File: config.mk
export PLATFORM = sky130hd
export DESIGN_NAME = aes_round_ctrl_flat
export DESIGN_NICKNAME = d
export VERILOG_FILES = /design/src/rtl/aes_round_ctrl_if.sv /design/src/rtl/aes_round_ctrl.sv /design/src/flat_wrapper.sv
export SDC_FILE = /design/constraint.sdc
export NUM_CORES = 1
export LEC_CHECK = 0
export BUFFER_PORTS_ARGS = -buffer_cell sky130_fd_sc_hd__buf_2
export CAP_MARGIN = 30
export CORE_AREA = 2 2 360 362
export DETAILED_ROUTE_END_ITERATION = 10
export DIE_AREA = 0 0 362 364
export RECOVER_POWER = 100
export SLEW_MARGIN = 20
export SYNTH_ARGS = -nofsm -noshare
export SYNTH_HDL_FRONTEND = slang
export SYNTH_SLANG_ARGS = --single-unit
File: constraint.sdc
create_clock -name clk -period 2.22 [get_ports clk]
set_input_delay 0.222 -clock clk [delete_from_list [all_inputs] [get_ports clk]]
set_output_delay 0.222 -clock clk [all_outputs]
set_load 0.1 [all_outputs]
File: src/rtl/aes_round_ctrl_if.sv
// Block-level stream interface of the AES-128 round sequencer: a
// plaintext/key input handshake and a ciphertext output handshake.
interface aes_round_ctrl_if;
    logic         in_valid;
    logic         in_ready;
    logic [127:0] din;
    logic [127:0] key;
    logic         out_valid;
    logic         out_ready;
    logic [127:0] dout;

    // Environment side: offers plaintext/key pairs and consumes ciphertext.
    modport master (
        output in_valid,
        output din,
        output key,
        output out_ready,
        input  in_ready,
        input  out_valid,
        input  dout
    );

    // Sequencer side.
    modport slave (
        input  in_valid,
        input  din,
        input  key,
        input  out_ready,
        output in_ready,
        output out_valid,
        output dout
    );
endinterface

File: src/rtl/aes_round_ctrl.sv
// Iterative AES-128 encryption sequencer. Holds the state and round-key
// registers, runs the round counter and Rcon schedule, performs the initial
// AddRoundKey on accept, and feeds one external combinational round/key
// expansion datapath for ten consecutive cycles per block.
module aes_round_ctrl (
    input  logic                   clk,
    input  logic                   rst,
    aes_round_ctrl_if.slave        bus,
    output logic [127:0]           rnd_state_out,
    output logic [127:0]           rnd_key_out,
    output logic [7:0]             rnd_rcon,
    output logic                   rnd_last,
    input  logic [127:0]           rnd_state_in,
    input  logic [127:0]           rnd_key_in
);

    localparam logic [3:0] LAST_RC = 4'd10;

    typedef enum logic [1:0] {
        IDLE  = 2'd0,
        ROUND = 2'd1,
        DONE  = 2'd2
    } state_t;

    state_t       fsm;
    logic [3:0]   rc;
    logic [127:0] state_reg;
    logic [127:0] key_reg;
    logic         out_valid_reg;
    logic         last_reg;
    logic [7:0]   rcon_reg;
    logic         ready;
    logic         accept;

    // Rcon byte used by the key-expansion step of round n (1..10).
    function automatic logic [7:0] rcon_for(input logic [3:0] n);
        logic [7:0] r;
        case (n)
            4'd1:    r = 8'h01;
            4'd2:    r = 8'h02;
            4'd3:    r = 8'h04;
            4'd4:    r = 8'h08;
            4'd5:    r = 8'h10;
            4'd6:    r = 8'h20;
            4'd7:    r = 8'h40;
            4'd8:    r = 8'h80;
            4'd9:    r = 8'h1b;
            4'd10:   r = 8'h36;
            default: r = 8'h00;
        endcase
        return r;
    endfunction

    // in_ready looks at out_ready directly so a finishing block can hand
    // over to the next one in the same cycle (one block per 11 cycles).
    assign ready  = (fsm == IDLE) || ((fsm == DONE) && bus.out_ready);
    assign accept = bus.in_valid && ready;

    assign bus.in_ready  = ready;
    assign bus.out_valid = out_valid_reg;
    // dout is forced to zero outside DONE so nothing stale leaks after reset.
    assign bus.dout      = out_valid_reg ? state_reg : '0;

    assign rnd_state_out = state_reg;
    assign rnd_key_out   = key_reg;
    assign rnd_rcon      = rcon_reg;
    assign rnd_last      = last_reg;

    // Sequencer: accept/initial AddRoundKey, ten datapath rounds, output hold.
    always_ff @(posedge clk) begin
        if (rst) begin
            fsm           <= IDLE;
            rc            <= 4'd0;
            state_reg     <= '0;
            key_reg       <= '0;
            out_valid_reg <= 1'b0;
            rcon_reg      <= 8'h00;
            last_reg      <= 1'b0;
        end else if (accept) begin
            // Only reachable from IDLE or from DONE with the output taken.
            fsm           <= ROUND;
            rc            <= 4'd1;
            state_reg     <= bus.din ^ bus.key;
            key_reg       <= bus.key;
            out_valid_reg <= 1'b0;
            rcon_reg      <= rcon_for(4'd1);
            last_reg      <= 1'b0;
        end else begin
            case (fsm)
                IDLE: begin
                    rc <= 4'd0;
                end
                ROUND: begin
                    state_reg <= rnd_state_in;
                    key_reg   <= rnd_key_in;
                    if (rc == LAST_RC) begin
                        fsm           <= DONE;
                        rc            <= 4'd0;
                        out_valid_reg <= 1'b1;
                        rcon_reg      <= 8'h00;
                        last_reg      <= 1'b0;
                    end else begin
                        rc       <= rc + 4'd1;
                        rcon_reg <= rcon_for(rc + 4'd1);
                        last_reg <= (rc == LAST_RC - 4'd1);
                    end
                end
                DONE: begin
                    if (bus.out_ready) begin
                        fsm           <= IDLE;
                        out_valid_reg <= 1'b0;
                    end
                end
                default: begin
                    fsm <= IDLE;
                end
            endcase
        end
    end

endmodule

File: src/flat_wrapper.sv
// flat-port wrapper written by rule: the top's interface ports become plain ports
module aes_round_ctrl_flat 
  (clk, rst, rnd_state_out, rnd_key_out, rnd_rcon, rnd_last, rnd_state_in, rnd_key_in, bus_in_valid, bus_din, bus_key, bus_out_ready, bus_in_ready, bus_out_valid, bus_dout);
  aes_round_ctrl_if bus_i ();
  input  logic clk;
  input  logic rst;
  output logic [127:0] rnd_state_out;
  output logic [127:0] rnd_key_out;
  output logic [7:0] rnd_rcon;
  output logic rnd_last;
  input  logic [127:0] rnd_state_in;
  input  logic [127:0] rnd_key_in;
  input wire logic [$bits(bus_i.in_valid)-1:0] bus_in_valid;
  input wire logic [$bits(bus_i.din)-1:0] bus_din;
  input wire logic [$bits(bus_i.key)-1:0] bus_key;
  input wire logic [$bits(bus_i.out_ready)-1:0] bus_out_ready;
  output wire logic [$bits(bus_i.in_ready)-1:0] bus_in_ready;
  output wire logic [$bits(bus_i.out_valid)-1:0] bus_out_valid;
  output wire logic [$bits(bus_i.dout)-1:0] bus_dout;
  assign bus_i.in_valid = bus_in_valid;
  assign bus_i.din = bus_din;
  assign bus_i.key = bus_key;
  assign bus_i.out_ready = bus_out_ready;
  assign bus_in_ready = bus_i.in_ready;
  assign bus_out_valid = bus_i.out_valid;
  assign bus_dout = bus_i.dout;
  aes_round_ctrl u_core (.clk(clk), .rst(rst), .bus(bus_i), .rnd_state_out(rnd_state_out), .rnd_key_out(rnd_key_out), .rnd_rcon(rnd_rcon), .rnd_last(rnd_last), .rnd_state_in(rnd_state_in), .rnd_key_in(rnd_key_in));
endmodule
# Yosys cells after proc, flatten, opt, wreduce, memory -nomap -nowiden
# Memory sizes are Yosys's and may differ from the RTL's.
# Index checks and enable logic that the tools add are counted.
# op_classes
mux,19
n_bitwise,2
n_addsub,1
eq_ne,9
reduce_logical,12
# op_table
op,n
two-way mux 128 bit,5
bitwise XOR 128 bit,1
AND reduction 3 bit,3
equality test 4 bit (second input constant),2
two-way mux 8 bit,1
one-hot mux 4 bit (2 select lines),1
two-way mux 1 bit,7
one-hot mux 2 bit (3 select lines),1
nonzero test 2 bit,3
adder 4 x 1 -> 4 bit (second input constant),1
two-way mux 2 bit,2
two-way mux 4 bit,1
!= test 2 x 1 -> 1 bit (second input constant),2
!= test 3 x 1 -> 1 bit (second input constant),1
!= test 3 x 2 -> 1 bit (second input constant),1
nonzero test 3 bit,1
equality test 2 x 1 -> 1 bit (second input constant),1
equality test 2 bit (second input constant),1
logical AND 1 bit,2
logical NOT 2 bit,1
!= test 2 bit (second input constant),1
one-hot mux 1 bit (2 select lines),1
OR reduction 2 bit,1
logical OR 1 bit,1
NOT 1 bit,1
# totals
romBits,128
n_memories,1
regBits,272
in_bits,516
# memory_table
name,words,width,rd,rd_ports_with_merged_regs,write_ports,line_no,rtl
(no name shown),16,8,1,0,0,aes_round_ctrl.sv:38,case (n)

# Longest topological paths before layout
# Gate-level depths: netlist of the first run.
# logic_depth
ltp_word,6
ltp_mapped,8
ltp_nobuf,4

# Least setup slack after synthesis of the first run
# No wires, ideal clock.
# synth_timing
kind,register to output
from,"register u_core.out_valid_reg, in the netlist u_core.bus.out_valid"
to,output bus_dout[0]
path_slack_ps,-271
arrival_time_ps,2269
required_ps,1998
stages_incl_launch_ff,4
cell_sequence,dfxtp_1 > clkbuf_1 > clkbuf_1 > and2_1
# synth_between
elab_chain_len,1
# synth_rtl
element,line_no,rtl
"start, declared",aes_round_ctrl.sv:29,logic out_valid_reg;
"start signal, assigned",aes_round_ctrl.sv:76,out_valid_reg <= 1'b0;
"start signal, assigned",aes_round_ctrl.sv:85,out_valid_reg <= 1'b0;
"start signal, assigned",aes_round_ctrl.sv:99,out_valid_reg <= 1'b1;
two-way mux 128 bit,aes_round_ctrl.sv:62,assign bus.dout = out_valid_reg ? state_reg : '0;
"end, declared",flat_wrapper.sv:19,output wire logic [$bits(bus_i.dout)-1:0] bus_dout;
# Every way passes these cells.

# Worst setup path after layout of the first run
# layout_timing
from,"register u_core.out_valid_reg, in the netlist u_core.bus.out_valid"
to,output bus_dout[14]
# Same word-level chain as after synthesis.

==> results.yml, run 1 <==
synthesis:
  yosys-top-cells-area: "dfxtp_1 (34%), a311oi_2 (20%), nand2_2 (7.8%)"
  netlist_area_sq_um: 15970
  synth_top_cell_area_share: 0.3410
  syn-mean-instance-area_sq_um: 8.936
  synth_fp_nets: 2303
  yosys.area.top_type: "dfxtp_1"
  ys_ff_latch: 272
  synthArstFlopShare: 0
  ys_seq_area_frac: 0.3410
  synth.distinct_cells: 35
  synthFlopType: "dfxtp_1"
  synth_edf_count: 0
  yosysWarnings: 0
  syn_inst: 1787
sta:
  worst_clock_skew_ns: 0.02811
  min_period_over_period: 0.9464
  finalSetupViolCount: 0
  worst_slew_pin_slew_ns: 0.8321
  fin_ws_ns: 0.1190
  fmax_mhz: 476.0
  slew_viol_final: 0
  rsz0062_at_grt: "no"
  tns_ns: 0
  period_needed_ns: 2.101
  hold_violations: 0
  max_slew_margin: 0.4434
cells_and_area:
  nFillCells: 13893
  seq_area_sq_um: 5450
  nets: 3640
  post-route-util: 0.2275
  multi_input_area_sq_um: 8922
  areaGrowthSynthToFinish_pct: 82.86
  drive_above_1_share: 0.4637
  postLayoutCellArea_sq_um: 29200
global_routing:
  antenna_found_initial: 56
  grt_pass1_wl_mm: 148.2
  grtUsageMet2: 0.2594
  grt_max_degree: 59
  grt_pass1_vias: 19463
  overflow: 0
  grtUsageMet1: 0.1869
  grt_use_total: 0.1575
  met3_usage: 0.05574
  grt-busiest-layer: "met2"
placement:
  dp_hpwl_mm: 87.33
  post-place-ws_ns: 0.3872
  post_dp_cell_area_sq_um: 24120
  place_congestion: 0.9236
  portBuffers: 910
clock_tree:
  clk_latency_ns: 0.60
  numCtsBuffers: 39
  clk_pin_slew_ns: 0.06
  clock-sinks: 272
  htreeDepth: 2
  cts_tree: "built"
  clockBufferDepth: 3
  cts_root_buffer: "clkbuf_16"
min_path:
  hold_depth: 4
  hold_class: "in2reg"
floorplan:
  coreArea_sq_um: 128300
  rows: 132
  die_h_um: 364
  start_util: 0.1244
  die_w_um: 362
  dieArea_sq_um: 131800
  ioPinCount: 911
route:
  drtPass1Iterations: 5
  drc: 0
  vias: 19175
  viasPerCell: 3.957
  wire_per_inst_um: 22.66
  drt.antenna.violating_nets: 0
  wirelength_mm: 109.8
  drt_iter0_drc: 1124
worst_setup_path:
  worstPathCellList: "buf_12 > and2_0 > buf_12"
  crit_path_end_kind: "output port"
  path_buf_inv: 2
  critPathSlowestCell: "dfxtp_4"
  reg2reg_slack_ns: 0.16
  criticalPathCategory: "reg2out"
  cp_num_cells: 3
  cp_slowest_stage_delay_ns: 0.47
  worstSetupStartpointType: "register"
  cpMostUsedCell: "buf_12"
  reg2reg_depth: 5
  critPathTopFamily: "flip-flops"
  critPathMaxFanout: 52
  worst_ep_required_time_ns: 2.00
  crit_arrival_ns: 1.88
pwr:
  peakVddDrop_uv: 567.6
  powerDensity_nw_per_um2: 697.5
  leakagePower_uw: 0.01229
job:
  drv_cap: 0
outcome:
  status: "finished, final reports clean"
## synthesized netlist by cell type (all sizes together), types with 5 or more instances
library cell	n
buf	125
nor2b	5
nand2	519
clkbuf	40
nand2b	8
and2	128
dfxtp	272
a22oi	5
nor2	266
a21oi	15
a311oi	256
xor2	128
## power breakdown
| part | switching, uW | internal, uW |
|---|---|---|
| Combinational | 5770 | 2020 |
| Sequential | 413 | 5360 |
| Clock | 2740 | 4060 |
| Total | 8930 | 11400 |
## layer usage
metal / vias up / part of all wire
met5: - / 0.0025
met4: 44 / 0.041
met2: 919 / 0.46
li1: 8796 / -
met3: 229 / 0.090
met1: 9187 / 0.40
## cells by family after synthesis
logic type      synth area share
buf+inv                  0.07773
compound gates            0.2319
flops                     0.3410
xor+xnor                 0.07021
simple gates              0.2764
mux                     0.002664
## through the flow
step | power (uW) | instances | hold slack (ns)
after floorplan | 11060 | 1787 | 0.3810
after global placement | 13030 | 4287 | 0.4388
after detailed placement | 13070 | 4287 | 0.4508
after CTS | 20750 | 4828 | 0.0001427
after global routing | 21080 | 4835 | 0.01448
final | 20360 | 4846 | 0.02468
## tightest hold or removal path, delay by kind of cell
family | cells | cell delay [ns]
XOR/XNOR | 1 | 0.08
buffers and inverters | 1 | 0.09
AND/OR/NAND/NOR | 1 | 0.11
AO/OA/AOI/OAI | 1 | 0.06
## final timing paths
| check | start | endpoint |
|---|---|---|
| worst max register to register | u_core.fsm[1]$_SDFFE_PP0P_ | u_core.rnd_state_out[25]$_SDFFE_PP0P_ |
| worst min register to register | u_core.rnd_rcon[4]$_SDFFE_PP0P_ | u_core.rnd_rcon[4]$_SDFFE_PP0P_ |
| worst max-delay path | u_core.bus.out_valid$_SDFFE_PP0P_ | bus_dout[14] |
| worst min-delay path | bus_din[48] | u_core.rnd_state_out[48]$_SDFFE_PP0P_ |
## final cells by class
class / instances / share of cell area
Antenna cell: 18 / 0.001543
Tap cell: 1675 / 0.07178
Inverter: 2 / 0.0002571
Timing Repair Buffer: 1461 / 0.3878
Multi-Input combinational cell: 1348 / 0.3056
Clock inverter: 20 / 0.008013
Sequential cell: 272 / 0.1867
Clock buffer: 50 / 0.03835
## repair_timing
| action | CTS | global route |
|---|---|---|
| hold buffers | 468 | 0 |
| gates resized for setup | 1 | 1 |
| endpoints found under the setup margin | 105 | 1 |
| pin swaps | 0 | 0 |
| setup buffers | 3 | 0 |
| hold endpoints to repair | 257 | 0 |
## placed cells by master (no fill, tap or decap), types with 3 or more instances in the layout
cell,instances
buf_12,82
xor2_1,128
clkbuf_16,41
clkinvlp_4,3
clkbuf_1,13
buf_8,5
dlygate4sd3_1,468
nand2_2,158
and2_2,93
and2_1,7
a311oi_1,104
nor2_1,266
a311oi_2,152
nor2b_1,4
clkbuf_8,6
buf_4,43
a21oi_1,15
a22oi_1,5
inv_8,3
nand2_1,361
buf_2,524
nand2b_1,7
diode_2,18
clkinv_2,8
dfxtp_1,270
and2_0,28
clkbuf_2,281
bufinv_16,4
buf_6,46
(Power assumes the default switching activity.)
==> run 2, diff against run 1 <==
--- a/config.mk
+++ b/config.mk
@@ -7,9 +7,12 @@
 export LEC_CHECK = 0
 export BUFFER_PORTS_ARGS = -buffer_cell sky130_fd_sc_hd__buf_2
 export CAP_MARGIN = 30
-export CORE_AREA = 2 2 360 362
+export CELL_PAD_IN_SITES_DETAIL_PLACEMENT = 1
+export CELL_PAD_IN_SITES_GLOBAL_PLACEMENT = 2
+export CORE_AREA = 2 2 357 359
 export DETAILED_ROUTE_END_ITERATION = 10
-export DIE_AREA = 0 0 362 364
+export DIE_AREA = 0 0 359 361
+export PLACE_DENSITY_LB_ADDON = 0.1
 export RECOVER_POWER = 100
 export SLEW_MARGIN = 20
 export SYNTH_ARGS = -nofsm -noshare
==> results.yml, run 2 (synthesized netlist as in run 1, its figures left out) <==
worst_setup_path:
  criticalPathCategory: "reg2out"
  rr_startpoint: "u_core.fsm[0]$_SDFFE_PP0P_"
  crit_arrival_ns: 1.85
  cp_slowest_stage_delay_ns: 0.35
  cpMostUsedCell: "buf_12"
  critPathMaxFanout: 47
  path_buf_inv: 3
  crit_path_end_kind: "output port"
  crit_path_start: "u_core.bus.out_valid$_SDFFE_PP0P_"
  critPathTopFamily: "buffers and inverters"
  worstPathCellList: "buf_4 > buf_12 > and2_0 > buf_12"
  worst_ep_required_time_ns: 2.00
  critPathSlowestCell: "dfxtp_4"
  worstSetupStartpointType: "register"
sta:
  slew_viol_final: 0
  period_needed_ns: 2.072
  worst_clock_skew_ns: 0.03444
  worst_slew_pin_slew_ns: 0.6685
  hold_violations: 0
  min_period_over_period: 0.9331
  max_slew_margin: 0.5562
  fmax_mhz: 482.7
  finalSetupViolCount: 0
  tns_ns: 0
  hold_slack_ns: 0.03721
  rsz0062_at_grt: "no"
clock_tree:
  clock-sinks: 272
  numCtsBuffers: 44
  htreeDepth: 2
  cts_root_buffer: "clkbuf_16"
  clk_pin_slew_ns: 0.05
  clk_latency_ns: 0.62
  clockBufferDepth: 3
  cts_tree: "built"
pwr:
  peakVddDrop_uv: 456.1
  leakagePower_uw: 0.01231
  powerDensity_nw_per_um2: 701.0
global_routing:
  antenna_found_initial: 36
  grt_use_total: 0.1530
  grt_pass1_wl_mm: 148.1
  grt_max_degree: 65
  overflow: 0
  grt_pass1_vias: 20629
placement:
  place_congestion: 0.7614
  portBuffers: 910
  dp_hpwl_mm: 78.82
  placed_cells: 4234
outcome:
  status: "finished, final reports clean"
cells_and_area:
  nets: 3670
  final_cells: 4850
  final_cell_mix: "dlygate4sd3_1 (521), buf_2 (514), nand2_1 (349)"
  drive_above_1_share: 0.4552
  areaGrowthSynthToFinish_pct: 82.32
  layout_commonest_cell: "dlygate4sd3_1"
  nFillCells: 14867
route:
  wirelength_mm: 102.5
  vias: 18459
  drtPass1Iterations: 4
  drt.antenna.violating_nets: 0
  viasPerCell: 3.806
  wire_per_inst_um: 21.13
  drc: 0
  drt_iter0_drc: 574
floorplan:
  die_w_um: 359
  die_h_um: 361
  rows: 130
  coreArea_sq_um: 125400
  ioPinCount: 911
  start_util: 0.1273
  dieArea_sq_um: 129600
min_path:
  worstHoldStart: "bus_din[111]"
  hold_class: "in2reg"
job:
  drv_cap: 0
## run 2: through the flow
stage / instance area, sq um / worst slack, ns / total power [uW] / util
after global routing: 29090 / 0.005457 / 21450 / 0.2320
after CTS: 30190 / 0.04831 / 21150 / 0.2408
final: 29110 / 0.1485 / 20410 / 0.2321
after global placement: 23490 / 0.3689 / 12960 / 0.1873
after detailed placement: 23490 / 0.3446 / 13000 / 0.1873
after floorplan: 16120 / 0.002055 / 11060 / -
## run 2: per-layer routing
metal / up-vias / track usage / wire length (um)
met1: 8854 / 0.1785 / 41990
met4: 30 / 0.03872 / 2536
li1: 8842 / - / -
met3: 123 / 0.05073 / 7411
met2: 610 / 0.2677 / 50370
met5: - / 0 / 192
## run 2: final cells by class
type / count / area, sq um / share of cell area
Multi-Input combinational cell: 1348 / 8945 / 0.3072
Antenna cell: 19 / 47.55 / 0.001633
Tap cell: 1650 / 2064 / 0.07091
Clock buffer: 67 / 1239 / 0.04255
Clock inverter: 6 / 112.6 / 0.003868
Timing Repair Buffer: 1486 / 11250 / 0.3863
Inverter: 2 / 7.507 / 0.0002579
Sequential cell: 272 / 5450 / 0.1872
## run 2: timing repair
action / in CTS / in global routing
endpoints found under the hold margin: 260 / 0
gates resized for setup: 41 / 1
hold buffers: 521 / 0
setup endpoints to repair: 95 / 4
setup buffers: 3 / 0
## run 2: path summary, 6_finish.rpt
check	to	slack [ns]	cells after the start
worst min register to register	u_core.rnd_rcon[5]$_SDFFE_PP0P_	0.45	2
worst max-delay path	bus_dout[25]	0.15	4
worst min-delay path	u_core.rnd_state_out[111]$_SDFFE_PP0P_	0.04	4
worst max register to register	u_core.rnd_state_out[25]$_SDFFE_PP0P_	0.15	5
## run 2: tightest hold or removal path, delay by kind of cell
| kind | cells | cell delay (ns) |
|---|---|---|
| buf+inv | 1 | 0.08 |
| simple gates | 1 | 0.10 |
| compound gates | 1 | 0.05 |
| xor+xnor | 1 | 0.11 |
## run 2: power breakdown
| part | switching [uW] | internal, uW | total (uW) | leakage, uW |
|---|---|---|---|---|
| logic | 5590 | 2070 | 7660 | 0.00939 |
| registers | 411 | 5360 | 5770 | 0.00226 |
| clock network | 2820 | 4150 | 6970 | 0.000654 |
| total | 8820 | 11600 | 20400 | 0.0123 |
==> run 3, diff against run 2 <==
--- a/config.mk
+++ b/config.mk
@@ -12,7 +12,7 @@
 export CORE_AREA = 2 2 357 359
 export DETAILED_ROUTE_END_ITERATION = 10
 export DIE_AREA = 0 0 359 361
-export PLACE_DENSITY_LB_ADDON = 0.1
+export PLACE_DENSITY = 0.45
 export RECOVER_POWER = 100
 export SLEW_MARGIN = 20
 export SYNTH_ARGS = -nofsm -noshare
==> results.yml, run 3 (synthesized netlist as in run 1, its figures left out) <==
outcome:
  status: "finished, final reports clean"
pwr:
  powerDensity_nw_per_um2: 712.7
  p_sw_uw: 8775
  peakVddDrop_uv: 458.3
  clkPwrFrac: 0.353
  leakagePower_uw: 0.01228
  p_comb_frac: 0.367
  p_sw_frac: 0.4252
  p_int_uw: 11860
  seq_power_share: 0.280
sta:
  min_period_over_period: 0.9445
  fmax_mhz: 476.9
  rsz0062_at_grt: "no"
  fin_ws_ns: 0.1231
  slew_viol_final: 0
  hold_violations: 0
  period_needed_ns: 2.097
  max_slew_margin: 0.5047
  hold_slack_ns: 0.02608
  worst_clock_skew_ns: 0.02608
  finalSetupViolCount: 0
  tns_ns: 0
  worst_slew_pin_slew_ns: 0.7461
worst_setup_path:
  cp_slowest_stage_delay_ns: 0.44
  crit_path_end_kind: "output port"
  worst_ep_required_time_ns: 2.00
  worstPathCellList: "buf_12 > and2_2 > buf_2"
  criticalPathCategory: "reg2out"
  crit_arrival_ns: 1.87
  critPathMaxFanout: 29
  worstSetupStartpointType: "register"
  reg2reg_slack_ns: 0.16
  critPathSlowestCell: "dfxtp_4"
floorplan:
  ioPinCount: 911
  coreArea_sq_um: 125400
  start_util: 0.1273
  rows: 130
  die_h_um: 361
  dieArea_sq_um: 129600
  die_w_um: 359
cells_and_area:
  nFillCells: 14834
  final_cell_mix: "buf_2 (526), dlygate4sd3_1 (495), nand2_1 (337)"
  drive_above_1_share: 0.4591
  nets: 3649
  areaGrowthSynthToFinish_pct: 81.34
  postLayoutCellArea_sq_um: 28960
  layout_commonest_cell: "buf_2"
route:
  drc: 0
  wirelength_mm: 99.06
  viasPerCell: 3.836
  drt_iter0_drc: 509
  drt.antenna.violating_nets: 0
  vias: 18488
  drtPass1Iterations: 4
  wire_per_inst_um: 20.56
placement:
  dp_hpwl_mm: 77.04
  portBuffers: 910
  post_dp_cell_area_sq_um: 23270
  post-place-ws_ns: 0.2888
  place_congestion: 0.8214
clock_tree:
  cts_root_buffer: "clkbuf_16"
  numCtsBuffers: 42
  clk_latency_ns: 0.59
  clock-sinks: 272
  cts_tree: "built"
  clockBufferDepth: 3
  htreeDepth: 2
  clk_pin_slew_ns: 0.06
job:
  drv_cap: 0
min_path:
  hold_class: "in2reg"
global_routing:
  overflow: 0
  grt_pass1_wl_mm: 144.5
  grt_use_total: 0.1482
  grt_max_degree: 91
  antenna_found_initial: 16
  grt_pass1_vias: 20728
[run 3: layout make-up]
class | instances | area [sq um] | share of cell area
antenna | 6 | 15.01 | 0.0005185
clock buffer | 62 | 1297 | 0.04481
clock inverter | 12 | 163.9 | 0.005661
inverter | 2 | 7.507 | 0.0002593
multi-input combinational | 1348 | 8827 | 0.3049
sequential | 272 | 5449 | 0.1882
tap | 1650 | 2064 | 0.07130
timing repair buffer | 1467 | 11130 | 0.3844
[run 3: per-stage QoR]
stage,instances,power (uW),utilization
after floorplan,1787,11060,-
after global routing,4817,21630,0.2308
after detailed placement,4243,13010,0.1855
after global placement,4243,12960,0.1855
after CTS,4813,21370,0.2379
final,4819,20640,0.2309
[run 3: final timing paths]
check                                         start                               endpoint  depth (start not counted)
setup / recovery  u_core.bus.out_valid$_SDFFE_PP0P_                           bus_dout[20]                          3
hold / removal                          bus_din[11]  u_core.rnd_state_out[11]$_SDFFE_PP0P_                          4
setup reg to reg         u_core.fsm[1]$_SDFFE_PP0P_  u_core.rnd_state_out[91]$_SDFFE_PP0P_                          5
hold reg to reg        u_core.rnd_last$_SDFFE_PP0P_           u_core.rnd_last$_SDFFE_PP0P_                          2
[run 3: repair_timing]
action / CTS / global route
resized for setup: 57 / 0
hold buffers: 495 / 0
setup endpoints to repair: 101 / 0
setup buffers: 1 / 0
endpoints found under the hold margin: 257 / 0
[run 3: worst max-delay path, delay by kind of cell (launching register included)]
family	cells	cell delay (ns)
and+or+nand+nor	1	0.18
DFF	1	0.44
buffers and inverters	2	0.61
[run 3: power by group through the flow]
stage	registers, uW	clock network, uW	logic (uW)
6_report	5770	7290	7570
5_1_grt	5840	7820	7970
4_1_cts	5770	7690	7920
3_5_place_dp	5860	0	7140
3_3_place_gp	5840	0	7120
2_1_floorplan	9050	0	2010
[run 3: layer usage]
metal  global-route usage  wire, um
met5                    0       108
met4              0.03400      2250
met3              0.04653      6992
met2               0.2682     50220
met1               0.1688     39490
